File: src/rtl/icache.sv
// Direct-mapped, read-only instruction cache. Serves imemREN/imemaddr with a
// same-cycle hit and refills two-word blocks through a wait-based read port.
module icache #(
  parameter int unsigned NSETS = 8,
  parameter int unsigned WORDS = 2
) (
  input  logic        CLK,
  input  logic        nRST,
  input  logic        imemREN,
  input  logic [31:0] imemaddr,
  output logic        ihit,
  output logic [31:0] imemload,
  output logic        iREN,
  output logic [31:0] iaddr,
  input  logic        iwait,
  input  logic [31:0] iload,
  output logic [31:0] miss_count
);

  localparam int unsigned IDX_W = $clog2(NSETS);
  localparam int unsigned TAG_W = 29 - IDX_W;

  typedef enum logic [1:0] {
    IDLE,
    FILL0,
    FILL1
  } state_t;

  state_t            state_q, state_d;
  logic [28:0]       fill_addr_q, fill_addr_d;
  logic [31:0]       word0_q, word0_d;
  logic [31:0]       miss_count_q, miss_count_d;
  logic [NSETS-1:0]  valid_q;
  logic              fill_we;

  logic [TAG_W-1:0]  tag_q  [NSETS];
  logic [31:0]       data_q [NSETS][WORDS];

  logic [IDX_W-1:0]  req_idx;
  logic [TAG_W-1:0]  req_tag;
  logic              req_off;
  logic [IDX_W-1:0]  fill_idx;
  logic [TAG_W-1:0]  fill_tag;
  logic              lookup_hit;
  logic              unused_addr_bits;

  assign req_idx  = imemaddr[2+IDX_W:3];
  assign req_tag  = imemaddr[31:3+IDX_W];
  assign req_off  = imemaddr[2];
  assign fill_idx = fill_addr_q[IDX_W-1:0];
  assign fill_tag = fill_addr_q[28:IDX_W];

  assign unused_addr_bits = ^imemaddr[1:0];

  assign lookup_hit = imemREN && valid_q[req_idx] && (tag_q[req_idx] == req_tag);

  // A hit is only reported from IDLE so a pending fill is never overtaken.
  always_comb begin
    ihit     = 1'b0;
    imemload = '0;
    if (state_q == IDLE && lookup_hit) begin
      ihit     = 1'b1;
      imemload = data_q[req_idx][req_off];
    end
  end

  always_comb begin
    state_d      = state_q;
    fill_addr_d  = fill_addr_q;
    word0_d      = word0_q;
    miss_count_d = miss_count_q;
    fill_we      = 1'b0;
    iREN         = 1'b0;
    iaddr        = '0;
    case (state_q)
      IDLE: begin
        if (imemREN && !lookup_hit) begin
          fill_addr_d  = imemaddr[31:3];
          miss_count_d = miss_count_q + 32'd1;
          state_d      = FILL0;
        end
      end
      FILL0: begin
        iREN  = 1'b1;
        iaddr = {fill_addr_q, 3'b000};
        if (!iwait) begin
          word0_d = iload;
          state_d = FILL1;
        end
      end
      FILL1: begin
        iREN  = 1'b1;
        iaddr = {fill_addr_q, 3'b100};
        if (!iwait) begin
          fill_we = 1'b1;
          state_d = IDLE;
        end
      end
      default: state_d = IDLE;
    endcase
  end

  always_ff @(posedge CLK or negedge nRST) begin
    if (!nRST) begin
      state_q      <= IDLE;
      fill_addr_q  <= '0;
      word0_q      <= '0;
      miss_count_q <= '0;
      valid_q      <= '0;
    end else begin
      state_q      <= state_d;
      fill_addr_q  <= fill_addr_d;
      word0_q      <= word0_d;
      miss_count_q <= miss_count_d;
      if (fill_we) valid_q[fill_idx] <= 1'b1;
    end
  end

  // Tag/data arrays carry no reset; the valid bits alone qualify them.
  always_ff @(posedge CLK) begin
    if (fill_we) begin
      tag_q[fill_idx]     <= fill_tag;
      data_q[fill_idx][0] <= word0_q;
      data_q[fill_idx][1] <= iload;
    end
  end

  assign miss_count = miss_count_q;

endmodule

File: config.mk
export PLATFORM = sky130hd
export DESIGN_NAME = icache
export DESIGN_NICKNAME = d
export VERILOG_FILES = /design/src/rtl/icache.sv
export SDC_FILE = /design/constraint.sdc
export NUM_CORES = 1
export LEC_CHECK = 0
export CAP_MARGIN = 20
export CORE_ASPECT_RATIO = 0.8
export CORE_UTILIZATION = 35
export CTS_CLUSTER_DIAMETER = 150
export DETAILED_ROUTE_END_ITERATION = 8
export GPL_ROUTABILITY_DRIVEN = 1
export MAX_ROUTING_LAYER = met4
export PLACE_DENSITY = 0.59
export SYNTH_ARGS = -nofsm -noshare
export SYNTH_HDL_FRONTEND = slang
export SYNTH_SLANG_ARGS = --single-unit
File: constraint.sdc
create_clock -name CLK -period 12.9 [get_ports CLK]
set_clock_uncertainty 0.05 [all_clocks]
set_input_delay 2.58 -clock CLK [delete_from_list [all_inputs] [get_ports CLK]]
set_output_delay 2.58 -clock CLK [all_outputs]
set_load 0.01 [all_outputs]
* Word level (Yosys, flattened, before mapping)
Memories as Yosys holds them, arrays and structs flattened.
Index checks and enable logic that the tools add are counted.
** Cells by class
- Add/subtract/negate cells :: 1
- Magnitude comparators :: 4
- Eq/ne operators :: 6
- Muxes and demuxes :: 19
- Bitwise logic cells :: 3
- Reduce and logical (&&, ||, !) cells :: 11
** Operators with widths (number)
- $mux 32 :: 4
- $pmux 32 s2 :: 1
- $add 32x1->32 const B :: 1
- $eq 26x26->1 :: 1
- $lt 3x4->1 const B :: 2
- $mux 1 :: 8
- $or 8x8->8 :: 1
- $mux 2 :: 3
- $pmux 2 s3 :: 1
- $logic_and 1x1->1 :: 5
- $ne 2x2->1 const B :: 2
- $reduce_and 2->1 :: 2
- $bmux 1 s3 :: 1
- $demux 1 s3 :: 1
- $ge 3x1->1 const B :: 1
- $reduce_and 3->1 :: 1
- $eq 2x1->1 const B :: 1
- $eq 2x2->1 const B :: 1
- $ge 2x2->1 const B :: 1
- $logic_not 2->1 :: 1
- $ne 2x1->1 const B :: 1
- $not 1->2 :: 1
- $reduce_or 2->1 :: 1
- $logic_not 1->1 :: 1
- $not 1->1 :: 1
** Storage, ports and cells
- Bits in registers :: 103
- RAM bits :: 720
- Logic and storage cells :: 51
- Memories kept :: 2
** Memories
- data_q :: depth 8, bits a word 64, read ports 1, clocked after memory_dff 0, wr ports 1, line 37 : logic [31:0] data_q [NSETS][WORDS];
- tag_q :: depth 8, bits a word 26, read ports 1, clocked after memory_dff 0, wr ports 1, line 36 : logic [TAG_W-1:0] tag_q [NSETS];

* Longest topological paths before layout
- Word-level depth :: 8
- Gate-level depth with buffers :: 14

* Worst setup path after synthesis
Ideal clock, no wire load.
- Kind :: input -> register
- Start point :: input iwait
- End point :: register valid_q[0]
- Setup time :: 103 ps
- Arrival time :: 9829 ps
- Slack :: 2918 ps
- Stages on the path :: 3
- Path through :: or3b_2 > nor3_1 > or2_2
** On the way
- Longest elaborated chain between the ends :: 2
** RTL lines
- start: declaration :: line 15 : input logic iwait,
- $mux 1 :: line 94 : if (!iwait) begin
- $mux 1 :: line 75 : case (state_q)
- end signal: assignment :: line 109 : valid_q <= '0;
- end signal: indexed assignment :: line 115 : if (fill_we) valid_q[fill_idx] <= 1'b1;
- end: declaration :: line 33 : logic [NSETS-1:0] valid_q;
No other way between the ends.
A chain may end at the register's enable or synchronous reset.

* Worst setup path after layout
- Start point :: input imemaddr[3]
- End point :: output imemload[31]
** On the way
- Longest elaborated chain between the ends :: 6
** RTL lines
- start: declaration :: line 10 : input logic [31:0] imemaddr,
- parallel branches: the longest is 5 deep, another holds $mem_v2 8x26
- $mux 32 (*) :: line 61 : if (state_q == IDLE && lookup_hit) begin
- end: declaration :: line 12 : output logic [31:0] imemload,
Every way passes the cells marked *. The select of a mux whose other input is x is not followed.

==> flow_summary_export.csv <==
group,metric,value,unit
timing,timing.fmax,104,MHz
timing,fin_setup_tns,0,ps
synthesis,synth_cells,1465,
synthesis,synth-edff-count,720,
worst_setup_path,critical_path.most_common_cell,"buf_4",
timing,setup_violations,0,
cts,clk_pin_slew,50,ps
timing,drv_slew,0,
cts,root_buffer,"clkbuf_16",
synthesis,ys_types,49,
worst_setup_path,cp.required,10270,ps
timing,slew_headroom,0.253,
cts,hold_buffers,0,
placement,place.gp.congestion,0.792,
drt,drt_iter0_markers,1012,
drt,wirelength,69200,um
hold_path,hp-class,"reg2reg",
timing,min_period_over_period,0.745,
synthesis,synth_top_area_frac,0.673,
synthesis,synthTopCellsByArea,"edfxtp_1 (67%), mux4_2 (15%), dfrtp_1 (8.0%), mux2_2 (1.6%), xor2_1 (0.90%)",
floorplanning,coreArea,91000,um2
synthesis,synth-async-reset-ratio,0.125,
worst_setup_path,max_stage_delay,800,ps
final_layout,utilization,0.416,
synthesis,synth_top_area_cell,"edfxtp_1",
final_layout,fin_nets,1741,
synthesis,synth.avg_cell_area,21.9,um2
cts,cts.sinks,823,
timing,tightest_slew,1110,ps
cts,cts_buffer_depth,3,
grt,grt_pass1_vias,16000,
drt,drtAntennaViolNets,0,
cts,tritoncts,"yes",
synthesis,synthFlopType,"edfxtp_1",
floorplanning,die_h,273,um
drt,drc,0,
final_layout,drive_above_1_share,0.251,
floorplanning,start_util,0.353,
power,p_total,6.75,mW
synthesis,ys_top_cells_by_count,"edfxtp_1 (720), mux4_2 (211), dfrtp_1 (103)",
cts,clk_latency,630,ps
timing,grt_setup_unrepaired,"false",
power,powerDensity,178,nW/um2
floorplanning,dieWidth,341,um
synthesis,yosysMostFrequentCell,"edfxtp_1",
worst_setup_path,cp-end-kind,"output port",
placement,hpwl,37700,um
final_layout,area_growth,17.8,%
worst_setup_path,crit_path_start_kind,"primary input",
placement,port_buffers,161,
power,p_leak,12.4,nW
drt,num_vias,14800,
grt,grt_pass1_wl,103000,um
power,ir_drop,0.0000953,V
timing,period_minus_slack,9610,ps
timing,final_hold_viol_count,0,
worst_setup_path,path_max_fanout,71,
cts,post_cts_resized,0,
worst_setup_path,path_depth,11,
synthesis,synth_seq_cells,823,
drt,viasPerCell,5.01,
grt,grt_use_total,0.154,
drt,wire_per_inst,23.4,um
floorplanning,ioPinCount,166,
grt,antenna_found_initial,7,
drt,drt-pass1-iter-count,5,
worst_setup_path,path_class,"in2out",
status,status,"completed",
worst_setup_path,worst-r2r-cell-count,6,
worst_setup_path,crit_arrival,6980,ps
worst_setup_path,cp_cell_sequence,"buf_8 -> buf_4 -> mux4_2 -> mux2i_1 -> xor2_1 -> nand4_1 -> nor4_4 -> and2_1 -> buf_4 -> and3_1 -> clkdlybuf4s50_1",
synthesis,yosys_warnings,0,
grt,grt_max_degree,72,
floorplanning,dieArea,93000,um2
job,drv_cap,0,
cts,post_cts_buffers,0,
worst_setup_path,critical_path.top_delay_family,"buffers and inverters",
cts,htree_num_levels,3,
timing,whs,418,ps
hold_path,min_delay_path_depth,1,
synthesis,netlist_area,32100,um2
cts,cts-buffers-inserted,84,
floorplanning,fp-row-count,99,
placement,dpl-instance-area,35100,um2
final_layout,final_area,37900,um2
worst_setup_path,worst_path_max_delay_cell,"buf_4",
synthesis,yosysSeqAreaShare,0.753,
worst_setup_path,cp_num_buf_inv,4,
grt,grt_overflow,0,
[power by group]
group	switching [mW]	total [mW]	internal [mW]	leakage, nW
Combinational	0.397	0.765	0.368	3.38
Sequential	0.278	3.64	3.36	7.73
Clock	0.977	2.35	1.37	1.31
[state kept, by name, indices dropped and copies added (netlist names)]
register     flops
data_q         512
fill_addr_q     29
miss_count      32
state_q          2
tag_q          208
valid_q          8
word0_q         32
[area by class of cell]
type,count,area [um2]
clock inverter,43,390
clock buffer,112,2290
multi-input combinational,557,7570
sequential,823,24200
antenna,7,17.5
inverter,11,41.3
fill,7845,53200
timing repair buffer,190,1840
tap,1212,1520
[layout by cell type, fill, tap and decap left out, drive strengths merged, types with 13 or more instances in the layout]
cell	Yosys	final
mux2i	24	24
edfxtp	720	720
nor3	22	22
inv	11	18
clkbuf	29	113
nand2	13	13
clkinv	0	27
dfrtp	103	103
clkdlybuf4s50	0	156
mux4	211	211
and2	31	31
buf	46	33
xor2	33	33
mux2	70	70
and3	34	34
xnor2	22	22
[logic make-up (layout without fill, tap and decap cells)]
family                     count (synthesis)  count (layout)  share of synthesized area
muxes                                    305             305                      0.180
DFF                                      823             823                      0.753
adders and majority gates                  6               6                    0.00234
other                                      1               9                   0.000117
xor gates and xnor gates                  55              55                     0.0150
AOI/OAI and AO/OA                         18              18                    0.00397
and+or+nand+nor                          171             171                     0.0320
buffers and inverters                     86             356                     0.0137
[routing by layer]
layer	up-vias	track usage	wire, um
met3	78	0.0247	3390
met2	301	0.257	35300
met1	7954	0.196	29400
met4	0	0.0411	1140
met5	-	-	0
li1	6457	-	-
[metrics by stage]
stage | worst slack (ps) | instances
after global routing | 2870 | 2953
final | 3290 | 2955
after global placement | 3090 | 2791
after CTS | 3070 | 2947
after floorplan | 2920 | 1466
after detailed placement | 3090 | 2792
[path summary, 6_finish.rpt]
path	slack [ps]	start	end
max	3290	imemaddr[3]	imemload[31]
min	420	miss_count[31]$_DFFE_PN0P_	miss_count[31]$_DFFE_PN0P_
max reg2reg	8670	state_q[0]$_DFFE_PN0P_	data_q[0][11]$_DFFE_PP_
min reg2reg	420	miss_count[31]$_DFFE_PN0P_	miss_count[31]$_DFFE_PN0P_
max in group asynchronous	9390	nRST	word0_q[2]$_DFFE_PN0P_
min in group asynchronous	2010	nRST	fill_addr_q[12]$_DFFE_PN0P_
No activity file was read; power rests on OpenSTA's default activity.
